==> src/rtl/cellrv32_cpu_regfile_mp.sv <==
// cellrv32_cpu_regfile_mp
// Multi-port general-purpose register file for the CELLRV32 core: one write
// port, NUM_RD synchronous read ports, a hardware clear sequencer that zeroes
// every entry after reset, and a per-register pending-write scoreboard.
// Optional feature macro: CELLRV32_RF_BYPASS_EN (write-first forwarding on the
// read ports and on the scoreboard outputs). Undefined = read-first.
module cellrv32_cpu_regfile_mp #(
    parameter int XLEN     = 32,
    parameter int NUM_REGS = 32,
    parameter int NUM_RD   = 2
) (
    input  logic                   clk_i,
    input  logic                   rst_i,
    input  logic                   we_i,
    input  logic [4:0]             waddr_i,
    input  logic [XLEN-1:0]        wdata_i,
    input  logic [NUM_RD-1:0]      re_i,
    input  logic [5*NUM_RD-1:0]    raddr_i,
    output logic [XLEN*NUM_RD-1:0] rdata_o,
    input  logic                   sb_set_i,
    input  logic [4:0]             sb_addr_i,
    output logic [NUM_RD-1:0]      sb_pend_o,
    output logic                   busy_o
);

    localparam int AW = $clog2(NUM_REGS);
    localparam logic [AW-1:0] LAST_IDX = AW'(NUM_REGS - 1);

    typedef enum logic {
        CLEAR,
        READY
    } state_t;

    state_t              state_q, state_d;
    logic [AW-1:0]       clr_cnt_q, clr_cnt_d;
    logic [XLEN-1:0]     mem [NUM_REGS];
    logic [NUM_REGS-1:0] sb_q;

    logic [AW-1:0]       waddr;
    logic [AW-1:0]       sb_addr;
    logic [AW-1:0]       raddr [NUM_RD];
    logic [XLEN-1:0]     rd_val [NUM_RD];

    logic                ready;
    logic                clearing;
    logic                wr_acc;
    logic                sb_set_acc;
    logic                mem_we;
    logic [AW-1:0]       mem_wa;
    logic [XLEN-1:0]     mem_wd;

    // Upper address bits are ignored when the file has fewer than 32 entries.
    logic                unused_addr_bits;
    assign unused_addr_bits = ^{waddr_i, raddr_i, sb_addr_i};

    assign waddr   = waddr_i[AW-1:0];
    assign sb_addr = sb_addr_i[AW-1:0];

    // Per-port address decode (only the low AW bits select an entry)
    always_comb begin
        for (int k = 0; k < NUM_RD; k++) begin
            raddr[k] = raddr_i[5*k +: AW];
        end
    end

    // Reset cycles count as clear cycles: no writes, no scoreboard updates
    assign ready      = (state_q == READY) && !rst_i;
    assign clearing   = (state_q == CLEAR) && !rst_i;
    assign wr_acc     = ready && we_i && (waddr != '0);
    assign sb_set_acc = ready && sb_set_i && (sb_addr != '0);
    assign busy_o     = rst_i || (state_q == CLEAR);

    // Clear sequencer state register
    always_ff @(posedge clk_i) begin
        if (rst_i) begin
            state_q   <= CLEAR;
            clr_cnt_q <= '0;
        end else begin
            state_q   <= state_d;
            clr_cnt_q <= clr_cnt_d;
        end
    end

    // Clear sequencer next state: walk every entry once, then go READY
    always_comb begin
        state_d   = state_q;
        clr_cnt_d = clr_cnt_q;
        case (state_q)
            CLEAR: begin
                clr_cnt_d = clr_cnt_q + AW'(1);
                if (clr_cnt_q == LAST_IDX) begin
                    state_d = READY;
                end
            end
            READY: begin
                state_d = READY;
            end
            default: begin
                state_d = CLEAR;
            end
        endcase
    end

    // Single physical write port shared by the clear sequencer and the CPU
    assign mem_we = clearing || wr_acc;
    assign mem_wa = clearing ? clr_cnt_q : waddr;
    assign mem_wd = clearing ? '0 : wdata_i;

    // Storage array: no reset, contents defined by the clear sequence
    always_ff @(posedge clk_i) begin
        if (mem_we) begin
            mem[mem_wa] <= mem_wd;
        end
    end

    // Read value selection per port (x0 hard-wired to zero)
    always_comb begin
        for (int k = 0; k < NUM_RD; k++) begin
            rd_val[k] = mem[raddr[k]];
`ifdef CELLRV32_RF_BYPASS_EN
            if (wr_acc && (waddr == raddr[k])) begin
                rd_val[k] = wdata_i;
            end
`endif
            if (raddr[k] == '0) begin
                rd_val[k] = '0;
            end
        end
    end

    // Registered read ports; held at zero while clearing, hold when not enabled
    always_ff @(posedge clk_i) begin
        if (rst_i || (state_q == CLEAR)) begin
            rdata_o <= '0;
        end else begin
            for (int k = 0; k < NUM_RD; k++) begin
                if (re_i[k]) begin
                    rdata_o[XLEN*k +: XLEN] <= rd_val[k];
                end
            end
        end
    end

    // Pending-write scoreboard: a write clears its bit, a set (applied last) wins
    always_ff @(posedge clk_i) begin
        if (rst_i) begin
            sb_q <= '0;
        end else begin
            if (wr_acc) begin
                sb_q[waddr] <= 1'b0;
            end
            if (sb_set_acc) begin
                sb_q[sb_addr] <= 1'b1;
            end
        end
    end

    // Pending flag per read port, looked up from the registered bits
    always_comb begin
        for (int k = 0; k < NUM_RD; k++) begin
            sb_pend_o[k] = (raddr[k] != '0) && sb_q[raddr[k]];
`ifdef CELLRV32_RF_BYPASS_EN
            if (wr_acc && (waddr == raddr[k]) &&
                !(sb_set_acc && (sb_addr == raddr[k]))) begin
                sb_pend_o[k] = 1'b0;
            end
`endif
        end
    end

endmodule

==> config.mk <==
export PLATFORM = sky130hd
export DESIGN_NAME = cellrv32_cpu_regfile_mp
export DESIGN_NICKNAME = d
export VERILOG_FILES = /design/src/rtl/cellrv32_cpu_regfile_mp.sv
export SDC_FILE = /design/constraint.sdc
export NUM_CORES = 1
export LEC_CHECK = 0
export CAP_MARGIN = 20
export CELL_PAD_IN_SITES_DETAIL_PLACEMENT = 2
export CELL_PAD_IN_SITES_GLOBAL_PLACEMENT = 2
export CORE_MARGIN = 8
export CORE_UTILIZATION = 53
export DETAILED_ROUTE_END_ITERATION = 6
export DONT_BUFFER_PORTS = 1
export PLACE_DENSITY = 0.82
export REMOVE_ABC_BUFFERS = 1
export SLEW_MARGIN = 20
export SYNTH_ARGS = -nofsm -noshare
export SYNTH_HDL_FRONTEND = slang
export SYNTH_SLANG_ARGS = --single-unit
==> constraint.sdc <==
create_clock -name clk_i -period 5.35 [get_ports clk_i]
set_input_delay 1.07 -clock clk_i [delete_from_list [all_inputs] [get_ports clk_i]]
set_output_delay 1.07 -clock clk_i [all_outputs]
set_load 0.02 [all_outputs]
==> metrics <==
Reg power frac 0.482; Synth Area per Inst 18.2 um^2; period utilisation layout 0.874; Pint 15.4 mW; Critical Path RT 4.28 ns; vias in the first global route 35200; r2r setup slk 1.07 ns; Post-synth EDFFs 1024; Pwr per Cell Area 353 nW/um^2; RSZ-0062 raised after global routing no; Logic pwr share 0.068; TritonRoute pass-1 iters 5; flops & latches, synth 1126; postcts setup bufs 0; total number of vias 32800; full die area 107000 um^2; CTS tree done; die height 327 um; Vias/cell 7.86; post_cts resized 0; Synth Cell Area 51200 um^2; reg-to-reg critical path endpoint mem[18][20]; ys flop type edfxtp_1; DRC errors left 0; Max Transition Viols Final 0; yosys warns 0; starting DRC count in detailed routing 4491; final hold vios 0; clk_skew 0.0313 ns; R2R depth 5; initial core utilization 0.532; # rows 114; Setup violations, final 0; Pwr Total 20.2 mW; Remaining Overflow, GRT 0; max cap viols 0; I/O Buffers 0; CTS Sinks 1126; HPWL after DPL 110 mm; fin nets 2844; Core ar. 96300 um^2; final wirelength 203 mm; Final Cell Area 57100 um^2; Sw Share 0.235; maximum VDD drop 0.304 mV; Crit. End Element output port; WP data arrival 3.60 ns; largest net degree at the start of global routing 331; GPL Wtd Cong 0.816; post-route ant nets 0; Area growth syn-to-layout 11.3%; TritonCTS Buffers 120; worst setup path end sb_pend_o[1]; Worst setup SP type input port; LEAKAGE 18.3 nW; Clock Power Share 0.450; CTS root buf clkbuf_16; crit path kind input port to output port; Worst Tran Pin Value 1.37 ns; worst r2r src state_q; switching power 4.74 mW; Max Root-Sink Buffers 3; initial antenna violation count 6; setup_tns 0 ns; Clock Latency Late Sink 0.73 ns; register area share after synthesis 0.640; Die Wd 327 um; Clock H-tree levels 3; worst min path class input port to register; GRT Overall Usage 0.371; status finished clean; Placement Cell Area 52700 um^2; Routed wire per std cell 48.6 um; Synth cell types 49; relative slew slack 0.0860; Worst Setup SP raddr_i[5]; CP max FO 176; first-pass GRT wire length 283 mm; # hold bufs at CTS 0; # IOs 125; Max Freq 214 MHz; clock slew at reported path FFs 0.06 ns; layout cell share with drive strength beyond 1 0.311; Tmin final 4.67 ns; asr flop ratio synth 0; Syn Inst Count 2810
==> state kept, by name, indices dropped and copies added (netlist names) <==
register   count
mem         1024
rdata_o       64
sb_q          32
clr_cnt_q      5
state_q        1
==> logic make-up (layout without fill, tap and decap cells) <==
kind of cell | count (synthesis) | in the layout | share of synthesized area
AO/OA/AOI/OAI | 456 | 456 | 0.0735
XOR/XNOR | 3 | 3 | 0.000513
adder cells (fa/ha/maj) | 2 | 2 | 0.000488
buffers and inverters | 245 | 326 | 0.0241
flip-flops | 1126 | 1126 | 0.640
multiplexers | 667 | 667 | 0.233
other | 0 | 3 | 0
AND/OR/NAND/NOR | 311 | 311 | 0.0290
==> power groups by stage <==
| stage | Sequential (mW) | Clock [mW] | Combinational, mW |
|---|---|---|---|
| finish | 9.72 | 9.07 | 1.37 |
| global route | 9.72 | 9.32 | 1.38 |
| global placement | 9.89 | 0 | 1.13 |
| floorplan | 9.89 | 0 | 0.738 |
| detailed placement | 9.91 | 0 | 1.21 |
| CTS | 9.72 | 9.05 | 1.26 |
==> Yosys cell counts, types with 25 or more instances <==
master / instances / area, um^2
dfxtp_1: 102 / 2040
a221oi_1: 62 / 543
edfxtp_1: 1024 / 30700
clkbuf_1: 122 / 458
buf_1: 27 / 101
mux4_2: 404 / 9100
buf_6: 25 / 282
nand3_1: 72 / 360
a22o_1: 64 / 561
nand2_1: 106 / 398
o221ai_1: 64 / 561
mux2_2: 124 / 1400
a22oi_1: 64 / 480
a32o_1: 64 / 641
nor2b_1: 45 / 282
o21ai_0: 31 / 155
nor2_1: 52 / 195
a21oi_1: 31 / 155
buf_2: 52 / 260
a211o_1: 64 / 561
mux2i_1: 133 / 1330
==> cells in the final DEF (no fill, tap or decap), types with 62 or more instances in the layout <==
cell and count:
nand3_1 72, a22oi_1 64, a22o_1 64, mux4_2 404, a221oi_1 62, clkbuf_16 124
nand2_1 106, dfxtp_1 102, edfxtp_1 1024, a32o_1 64, mux2_2 124, o221ai_1 64
a211o_1 64, buf_4 83, mux2i_1 133
==> critical path, cell delays in order <==
cell     delay, ns
buf_16        0.87
mux4_2        0.64
mux4_2        0.49
nand2_1       0.11
o21ai_1       0.21
==> through the flow <==
| step | worst slack [ns] | hold WS [ns] | cells | utilization |
|---|---|---|---|---|
| 2_1_floorplan | 0.840 | 0.451 | 2568 | - |
| 3_3_place_gp | 1.29 | 0.466 | 3929 | 0.547 |
| 3_5_place_dp | 0.935 | 0.482 | 3932 | 0.548 |
| 4_1_cts | 1.16 | 0.395 | 4161 | 0.591 |
| 5_1_grt | 0.529 | 0.403 | 4167 | 0.592 |
| 6_report | 0.675 | 0.425 | 4170 | 0.593 |
==> cell type report <==
type / instances / area [um^2]
timing repair buffer: 94 / 866
antenna: 3 / 7.51
clock buffer: 156 / 3340
fill: 7713 / 39200
tap: 1276 / 1600
multi-input combinational: 1439 / 17600
sequential: 1126 / 32800
clock inverter: 73 / 795
inverter: 3 / 11.3
==> metal layers <==
metal	GRT usage	up-vias	share of wire
li1	-	12000	-
met1	0.452	17400	0.34
met2	0.614	2748	0.49
met3	0.0933	696	0.11
met4	0.195	4	0.064
met5	0	-	0.00013
==> worst min path at each step <==
stage	start	endpoint	cells after the start
finish	rst_i	sb_q[10]	1
global route	rst_i	sb_q[14]	1
CTS	rst_i	sb_q[14]	1
detailed placement	sb_q[22]	sb_q[22]	2
global placement	sb_q[0]	sb_q[0]	1
floorplan	sb_q[0]	sb_q[0]	1
Note: power is estimated with default switching activity, not from simulation.
